--- src/rtl/pixel_scan_pkg.sv ---
// Shared types and widths for the pixel scan sequencer.
// The optional back-to-back frame mode is built in with PIXEL_SCAN_CONTINUOUS_EN.
package pixel_scan_pkg;

    typedef enum logic [1:0] {IDLE, ISSUE, DRAIN, DONE} state_t;

    localparam int HCOUNT_W = 11;
    localparam int VCOUNT_W = 10;

    // Credit counter must hold 0..MAX_INFLIGHT inclusive.
    function automatic int credit_w(input int max_inflight);
        return $clog2(max_inflight + 1);
    endfunction

    typedef logic [credit_w(32)-1:0] credit_t;

endpackage

--- src/rtl/pixel_scan_sequencer_credit_counter.sv ---
// Credit pool for rays in flight: one credit taken per issued pair, one returned per retire.
// Over-return while full is flagged in a sticky err_credit.
module credit_counter
    import pixel_scan_pkg::*;
#(
    parameter  int MAX_INFLIGHT = 32,
    localparam int CW           = credit_w(MAX_INFLIGHT)
) (
    input  logic          aclk,
    input  logic          aresetn,
    input  logic          consume,
    input  logic          retire,
    output logic [CW-1:0] count,
    output logic [CW-1:0] count_next,
    output logic          err_credit
);

    localparam logic [CW-1:0] FULL = CW'(MAX_INFLIGHT);

    logic over_return;

    // consume is only raised while credits are available, so no underflow guard.
    always_comb begin
        count_next  = count;
        over_return = retire && !consume && (count == FULL);
        if (consume && !retire) begin
            count_next = count - CW'(1);
        end else if (retire && !consume && (count != FULL)) begin
            count_next = count + CW'(1);
        end
    end

    always_ff @(posedge aclk) begin
        if (!aresetn) begin
            count      <= FULL;
            err_credit <= 1'b0;
        end else begin
            count <= count_next;
            if (over_return) begin
                err_credit <= 1'b1;
            end
        end
    end

endmodule

--- src/rtl/pixel_scan_sequencer.sv ---
// Raster-order (hcount, vcount) issue to the ray pipeline, bounded by a credit pool.
// Define PIXEL_SCAN_CONTINUOUS_EN to add the 'continuous' input for back-to-back frames.
module pixel_scan_sequencer
    import pixel_scan_pkg::*;
#(
    parameter int H_PIXELS     = 1280,
    parameter int V_PIXELS     = 720,
    parameter int MAX_INFLIGHT = 32
) (
    input  logic                              aclk,
    input  logic                              aresetn,
    input  logic                              start,
`ifdef PIXEL_SCAN_CONTINUOUS_EN
    input  logic                              continuous,
`endif
    output logic                              busy,
    output logic                              frame_done,
    output logic [HCOUNT_W-1:0]               hcount_axis_tdata,
    output logic                              hcount_axis_tvalid,
    input  logic                              hcount_axis_tready,
    output logic [VCOUNT_W-1:0]               vcount_axis_tdata,
    output logic                              vcount_axis_tvalid,
    input  logic                              vcount_axis_tready,
    input  logic                              ray_retire,
    output logic                              err_credit,
    output state_t                            fsm_state,
    output logic [credit_w(MAX_INFLIGHT)-1:0] credits
);

    localparam int            CW   = credit_w(MAX_INFLIGHT);
    localparam logic [CW-1:0] FULL = CW'(MAX_INFLIGHT);

    // Channel handshake: a transfer happens on a rising aclk edge where tvalid & tready;
    // tvalid is registered-state only, never a function of tready, and once raised
    // holds with stable tdata until its own channel handshakes.
    state_t              state, state_next;
    logic [HCOUNT_W-1:0] h;
    logic [VCOUNT_W-1:0] v;
    logic                pending, h_acc, v_acc;
    logic                h_hs, v_hs, complete, last_pair;
    logic [CW-1:0]       credits_next;
    logic                cont_q;

    assign hcount_axis_tvalid = pending && !h_acc;
    assign vcount_axis_tvalid = pending && !v_acc;
    assign hcount_axis_tdata  = h;
    assign vcount_axis_tdata  = v;
    assign h_hs       = hcount_axis_tvalid && hcount_axis_tready;
    assign v_hs       = vcount_axis_tvalid && vcount_axis_tready;
    assign complete   = pending && (h_acc || h_hs) && (v_acc || v_hs);
    assign last_pair  = (h == HCOUNT_W'(H_PIXELS - 1)) && (v == VCOUNT_W'(V_PIXELS - 1));
    assign busy       = (state != IDLE);
    assign fsm_state  = state;

    credit_counter #(.MAX_INFLIGHT(MAX_INFLIGHT)) u_credit (
        .aclk       (aclk),
        .aresetn    (aresetn),
        .consume    (complete),
        .retire     (ray_retire),
        .count      (credits),
        .count_next (credits_next),
        .err_credit (err_credit)
    );

`ifdef PIXEL_SCAN_CONTINUOUS_EN
    // Decision to chain into the next frame is taken when the last pair completes.
    always_ff @(posedge aclk) begin
        if (!aresetn) begin
            cont_q <= 1'b0;
        end else if (complete && last_pair) begin
            cont_q <= continuous;
        end
    end
`else
    assign cont_q = 1'b0;
`endif

    always_ff @(posedge aclk) begin
        if (!aresetn) begin
            state <= IDLE;
        end else begin
            state <= state_next;
        end
    end

    always_comb begin
        state_next = state;
        frame_done = 1'b0;
        case (state)
            IDLE:  if (start) state_next = ISSUE;
            ISSUE: if (complete && last_pair) state_next = DRAIN;
            DRAIN: begin
                if (credits == FULL) begin
                    if (cont_q) begin
                        frame_done = 1'b1;
                        state_next = ISSUE;
                    end else begin
                        state_next = DONE;
                    end
                end
            end
            DONE: begin
                frame_done = 1'b1;
                state_next = IDLE;
            end
            default: state_next = IDLE;
        endcase
    end

    // The next pair is raised straight off a completion when a credit survives it,
    // which gives one pair per cycle with both readys held high.
    always_ff @(posedge aclk) begin
        if (!aresetn) begin
            h       <= '0;
            v       <= '0;
            pending <= 1'b0;
            h_acc   <= 1'b0;
            v_acc   <= 1'b0;
        end else begin
            if (state == IDLE && start) begin
                h <= '0;
                v <= '0;
            end
            if (complete) begin
                h_acc   <= 1'b0;
                v_acc   <= 1'b0;
                pending <= !last_pair && (credits_next != '0);
                if (h == HCOUNT_W'(H_PIXELS - 1)) begin
                    h <= '0;
                    v <= last_pair ? '0 : v + VCOUNT_W'(1);
                end else begin
                    h <= h + HCOUNT_W'(1);
                end
            end else if (pending) begin
                h_acc <= h_acc || h_hs;
                v_acc <= v_acc || v_hs;
            end else if (state == ISSUE) begin
                pending <= (credits_next != '0);
            end
        end
    end

endmodule

--- config.mk ---
export PLATFORM = sky130hd
export DESIGN_NAME = pixel_scan_sequencer
export DESIGN_NICKNAME = d
export VERILOG_FILES = /design/src/rtl/pixel_scan_pkg.sv /design/src/rtl/pixel_scan_sequencer_credit_counter.sv /design/src/rtl/pixel_scan_sequencer.sv
export SDC_FILE = /design/constraint.sdc
export NUM_CORES = 1
export LEC_CHECK = 0
export BUFFER_PORTS_ARGS = -buffer_cell sky130_fd_sc_hd__buf_2
export CAP_MARGIN = 20
export CORE_MARGIN = 2
export CORE_UTILIZATION = 50
export CTS_CLUSTER_SIZE = 40
export DETAILED_ROUTE_END_ITERATION = 12
export GPL_ROUTABILITY_DRIVEN = 0
export PLACE_DENSITY = 0.76
export SLEW_MARGIN = 20
export SYNTH_ARGS = -nofsm -noshare
export SYNTH_HDL_FRONTEND = slang
export SYNTH_SLANG_ARGS = --single-unit
--- constraint.sdc ---
create_clock -name aclk -period 3.8 [get_ports aclk]
set_input_delay 0 -clock aclk [delete_from_list [all_inputs] [get_ports aclk]]
set_output_delay 0 -clock aclk [all_outputs]
set_load 0.05 [all_outputs]
# [After elaboration in Yosys (flattened, before gate mapping)]
# Cells that the tools add are included.
[totals] inputBits=6 out_inout_bits=34 wordCells=67 regBits=33
[op_classes] addsub=4 bitwise=1 eq_ne=10 n_reduce_logical=27 n_mux=17
[ops] operator="10-bit 2-to-1 mux" n=4
[ops] operator="11-bit 2-to-1 mux" n=3
[ops] operator="1-bit logical AND" n=14
[ops] operator="6-bit 2-to-1 mux" n=2
[ops] operator="11-bit by 1-bit adder with 11-bit output (second input constant)" n=1
[ops] operator="11-bit == test (second input constant)" n=1
[ops] operator="10-bit by 1-bit adder with 10-bit output (second input constant)" n=1
[ops] operator="10-bit == test (second input constant)" n=1
[ops] operator="2-bit one-hot mux with 4 select lines" n=1
[ops] operator="6-bit by 1-bit adder with 6-bit output (second input constant)" n=1
[ops] operator="6-bit == test (second input constant)" n=1
[ops] operator="2-bit 2-to-1 mux" n=3
[ops] operator="2-bit inequality test (second input constant)" n=3
[ops] operator="6-bit inequality test (second input constant)" n=1
[ops] operator="6-bit nonzero test" n=1
[ops] operator="6-bit by 1-bit subtractor with 6-bit output (second input constant)" n=1
[ops] operator="1-bit logical NOT" n=5
[ops] operator="2-bit == test (second input constant)" n=2
[ops] operator="1-bit 2-to-1 mux" n=4
[ops] operator="2-bit nonzero test" n=2
[ops] operator="3-bit AND reduction" n=1
[ops] operator="2-bit by 1-bit == test with 1-bit output (second input constant)" n=1
[ops] operator="2-bit logical NOT" n=1
[ops] operator="1-bit logical OR" n=2
[ops] operator="other kinds (2)" n=2

# [Logic depth before layout (Yosys ltp)]
[depth] depth_word=15 ltp_mapped=8 ltp_nobuf=7

# [Modules after synthesis]
# Synthesis repeated with hierarchy kept, for this count alone.
[hier_totals] hier_cells=241 area_unflattened_um2=2030.7
[modules_own_cells] mod="pixel_scan_sequencer" cells_per_inst=172 n_inst=1 seq_area_each_um2=520.5 area_each_um2=1451.4
[modules_own_cells] mod="credit_counter" cells_per_inst=69 n_inst=1 seq_area_each_um2=140.1 area_each_um2=579.3

# [Worst setup path before layout]
# OpenSTA, ideal clock, no wires.
[synth_timing] kind="register to register" start="register h[0], in the netlist hcount_axis_tdata[0]" end="register v[8], in the netlist vcount_axis_tdata[8]" arrival_ns=2.644 setup_time_ns=0.074 stages_incl_launch_ff=8 synth_period_minus_slack_ns=2.718 required_time_ns=3.726 path_buffers=1 path_slack_ns=1.082 cell_sequence="dfxtp_1 > ha_1 > nand3_1 > or3_1 > buf_2 > or3_4 > or4_1 > a31oi_1"
[synth_between] elab_chain_cells=5
[synth_lines] item="start: declaration" line="pixel_scan_sequencer.sv:37" rtl="logic [HCOUNT_W-1:0] h;"
[synth_lines] item="start signal: assignment" line="pixel_scan_sequencer.sv:132" rtl="h <= h + HCOUNT_W'(1);"
[synth_lines] item="11-bit == test (*)" line="pixel_scan_sequencer.sv:51, pixel_scan_sequencer.sv:128"
[synth_lines] item="1-bit logical AND" line="pixel_scan_sequencer.sv:51" rtl="assign last_pair = (h == HCOUNT_W'(H_PIXELS - 1)) && (v == VCOUNT_W'(V_PIXELS - 1));"
[synth_lines] item="10-bit 2-to-1 mux" line="pixel_scan_sequencer.sv:130" rtl="v <= last_pair ? '0 : v + VCOUNT_W'(1);"
[synth_lines] item="10-bit 2-to-1 mux (*)" line="pixel_scan_sequencer.sv:128" rtl="if (h == HCOUNT_W'(H_PIXELS - 1)) begin"
[synth_lines] item="10-bit 2-to-1 mux (*)" line="pixel_scan_sequencer.sv:124" rtl="if (complete) begin"
[synth_lines] item="end signal: assignment" line="pixel_scan_sequencer.sv:130"
[synth_lines] item="end: declaration" line="pixel_scan_sequencer.sv:38" rtl="logic [VCOUNT_W-1:0] v;"
# Every way passes the cells marked *; elsewhere a longest branch is shown, timed or not.
# A chain may end at the register's enable or synchronous reset.

# [Worst setup path in the final report]
[layout_timing] start="register pending" end="register v[7], in the netlist vcount_axis_tdata[7]"
[layout_between] elab_chain_cells=6 word_cells_on_any_way=9 classes_between="mux (1); reduce/logical (8)"
[layout_lines] item="start: declaration" line="pixel_scan_sequencer.sv:39" rtl="logic pending, h_acc, v_acc;"
[layout_lines] item="start signal: assignment" line="pixel_scan_sequencer.sv:127" rtl="pending <= !last_pair && (credits_next != '0);"
[layout_lines] item="start signal: assignment" line="pixel_scan_sequencer.sv:138" rtl="pending <= (credits_next != '0);"
[layout_lines] item="1-bit logical AND" line="pixel_scan_sequencer.sv:44" rtl="assign hcount_axis_tvalid = pending && !h_acc;"
[layout_lines] item="1-bit logical AND" line="pixel_scan_sequencer.sv:48" rtl="assign h_hs = hcount_axis_tvalid && hcount_axis_tready;"
[layout_lines] item="1-bit logical OR" line="pixel_scan_sequencer.sv:50" rtl="assign complete = pending && (h_acc || h_hs) && (v_acc || v_hs);"
[layout_lines] item="1-bit logical AND" line="pixel_scan_sequencer.sv:50"
[layout_lines] item="1-bit logical AND (*)" line="pixel_scan_sequencer.sv:50"
[layout_lines] item="10-bit 2-to-1 mux (*)" line="pixel_scan_sequencer.sv:124"
# Marked as above.

==> results.md <==
- Grt met2 use: 33.8%
- Mean instance size in the synthesized netlist: 8.06 µm²
- Place WS: ~1300 ps
- Number of cells on the worst reg-to-reg path: 6
- Half-perimeter wire length after detailed placement: 3.10 mm
- Endpoint type of the worst setup path: flip-flop
- DP Area: 2140 µm²
- Final Util: just over 60%
- Slew @ Worst Pin: between 900 and 1000 ps
- Worst-path fanout max: 24
- Clock Skew: roughly 3.3 ps
- Average routed wire per standard cell: about 13 µm
- Port Buf Inserts: 39
- Post-cts repair resize count: 0
- Pin count of the biggest net entering global routing: 25
- Reg2Reg Launch Point: pending
- Io pins: 40
- Die Height: roughly 66 µm
- Floorplan die area: 4330 µm²
- First-pass GRT wire length: approximately 7.3 mm
- GRT Util Overall: 21.7%
- Clock transition at the register clock pins on the worst setup and hold paths after CTS: about 60 ps
- Syn nets: 252
- Number of flops mapped to enable cells by yosys: 0
- Tcrit/Tclk final: 65.6%
- Total power density per cell area: 539 nW/µm²
- Max Clk Rate: 401 MHz
- Final Hold Violating Endpoints: 0
- Later-pin clock latency in the skew report: approximately 280 ps
- Total congestion overflow: 0
- Worst setup slack for register-to-register paths: 1310 ps
- Final critical path time including I/O delays and setup: 2490 ps
- Fraction of final layout cells with drive strength greater than 1: 18.8%
- Most frequently used cell type in the post-synthesis netlist: sky130_fd_sc_hd__dfxtp_1
- Ant diodes: 0
- Number of standard cells after synthesis: 237
- Worst slew margin: 35.9%
- Worst setup SP type: flip-flop
- Most frequent cells after synthesis: 33 x sky130_fd_sc_hd__dfxtp_1, 23 x sky130_fd_sc_hd__nor2_1, 21 x sky130_fd_sc_hd__nand2_1
- Fraction of synthesis flops using an asynchronous set or reset pin: 0%
- Final standard cell count with taps included and fillers excluded: approximately 330
- Leading post-synthesis cells by cell area: sky130_fd_sc_hd__dfxtp_1 35%, sky130_fd_sc_hd__ha_1 5.9%, sky130_fd_sc_hd__nor2_1 4.5%, sky130_fd_sc_hd__a21oi_1 4.2%, sky130_fd_sc_hd__nand2_1 4.1%
- Total via count after detailed routing: 1891
- R2R Path End: vcount_axis_tdata[7]
- CTS tree: yes
- Library cell occupying the most area in the post-synthesis netlist: sky130_fd_sc_hd__dfxtp_1
- Main synth FF type: sky130_fd_sc_hd__dfxtp_1
- Cts-stage hold buffer count: 0
- Arrival time at the worst endpoint: 2690 ps
- Sum of routed wire length over all layers: 4.35 mm
- Total design power: 1.19 mW
- Area growth from synthesis to layout: 16.1%
- Min Hold Slack: 3.91 ps
- Required time of the critical path: 4000 ps
- Hold worst-path end: v_acc
- Global-route track usage on met1: around 29%
- Number of CTS-inserted buffers: 5
- Number of iterations in the first detailed-routing pass: 4
- YS warnings: 0
- Netlist Area Pre-Place: 1910 µm²
- Total number of nets in the final design: 291
- Vias in the first global route: 1629
- Final Instance Area: approximately 2200 µm²
- Number of H-tree branching levels: 2
- Maxcap violations: 0
- Rows: 22
- Post-synth top area share: 34.6%
- Min setup slack post-route: about 1300 ps
- Post CTS Setup Buffer Count: 0
- Number of antenna violations at the first check in global routing: 0
- Clock root buffer: sky130_fd_sc_hd__clkbuf_8
- Unrepaired setup endpoints after global routing: false
- Setup TNS Final: 0 ps
- Worst vdd ir: 0.421 mV
- Post-synthesis cell type count: 49
- Violation count after the first detailed-route iteration: 140
- Sequential element share of the synthesized area: 34.6%
- Leakage power figure: 0.924 nW
- Final setup violation count: 0
- Total of flip-flops plus latches after synthesis: 33
- Busiest layer in global routing: met2
- Worst Min Path Start: vcount_axis_tready
- Result of the run: completed
- Met3 layer usage reported by global route: between 5 and 6%
- Initial Utilization: between 50 and 60%
- Number of sinks handled by clock tree synthesis: 33
- Cell depth of the worst min-delay path: 3
- Number of placed instances with taps included: 317
- Number of routed nets with antenna violations: 0
- Residual DRC count: 0
- Worst min path class: input pin to flip-flop
- Via-per-instance ratio: 5.82
- Worst Path Class, Setup: flip-flop to flip-flop
- Core region area: 3660 µm²
- Clock Tree Buf Depth: 2
- Number of max-slew violations in the final report: 0
- Floorplan die width: 65.8 µm
layout make-up:
class                   instances  area [µm²]
clock buffers                   8        80.1
multi-input cells             188        1180
fillers                       346        1440
well taps                      48        60.1
inverters                       8        30.0
flip-flops and latches         33         661
repair buffers                 40         203
cell usage in the layout (no fill, tap or decap), types with 6 or more instances in the layout:
| cell | instances |
|---|---|
| sky130_fd_sc_hd__inv_1 | 8 |
| sky130_fd_sc_hd__a31oi_1 | 7 |
| sky130_fd_sc_hd__a21oi_1 | 16 |
| sky130_fd_sc_hd__or3_1 | 6 |
| sky130_fd_sc_hd__buf_2 | 39 |
| sky130_fd_sc_hd__dfxtp_1 | 33 |
| sky130_fd_sc_hd__nor2_1 | 23 |
| sky130_fd_sc_hd__nand3_1 | 11 |
| sky130_fd_sc_hd__o21ai_0 | 10 |
| sky130_fd_sc_hd__nor3_1 | 12 |
| sky130_fd_sc_hd__ha_1 | 9 |
| sky130_fd_sc_hd__nand2_1 | 21 |
| sky130_fd_sc_hd__nor4_1 | 7 |
registers in the layout (all words and copies together), names as in the netlist:
signal               flops
h_acc                    1
hcount_axis_tdata       11
u_credit.err_credit      1
u_credit.count           6
fsm_state                2
v_acc                    1
vcount_axis_tdata       10
pending                  1
logic make-up (layout without fill, tap and decap cells):
logic type | count (synthesis) | in the layout | share of synthesized area [%]
DFF | 33 | 33 | 34.6
adders and majority gates | 9 | 9 | 5.89
and+or+nand+nor | 110 | 110 | 30.3
buffers and inverters | 16 | 56 | 3.41
xor gates and xnor gates | 4 | 4 | 1.83
muxes | 5 | 5 | 2.62
AOI/OAI and AO/OA | 60 | 60 | 21.4
worst max-delay path, stage by stage, from the launching register on:
cell                       delay (ps)
sky130_fd_sc_hd__dfxtp_1          460
sky130_fd_sc_hd__o221ai_2         140
sky130_fd_sc_hd__buf_4            240
sky130_fd_sc_hd__or3_1            480
sky130_fd_sc_hd__nor3_1           750
sky130_fd_sc_hd__nand3_1          170
sky130_fd_sc_hd__a31oi_1          180
worst max-delay path by stage:
stage | from | to | slack [ps]
after floorplan | hcount_axis_tdata[0] | vcount_axis_tdata[8] | 1080
after global placement | pending | vcount_axis_tdata[8] | 1370
after detailed placement | pending | vcount_axis_tdata[7] | 1270
after CTS | pending | vcount_axis_tdata[7] | 1270
after global routing | pending | vcount_axis_tdata[8] | 1080
final | pending | vcount_axis_tdata[7] | 1310
where the power goes:
group	switching [mW]	total [mW]	internal, mW	leakage, nW
sequential	0.0484	0.428	0.380	0.267
clock	0.120	0.250	0.130	0.0395
combinational	0.347	0.517	0.170	0.617
total	0.515	1.19	0.680	0.924
per-layer routing:
layer,routed length [µm],share of wire [%]
met4,53,1.2
met3,243,5.6
met5,0,0
met2,1990,46
met1,2060,47
Note: power is estimated with default switching activity, not from simulation.
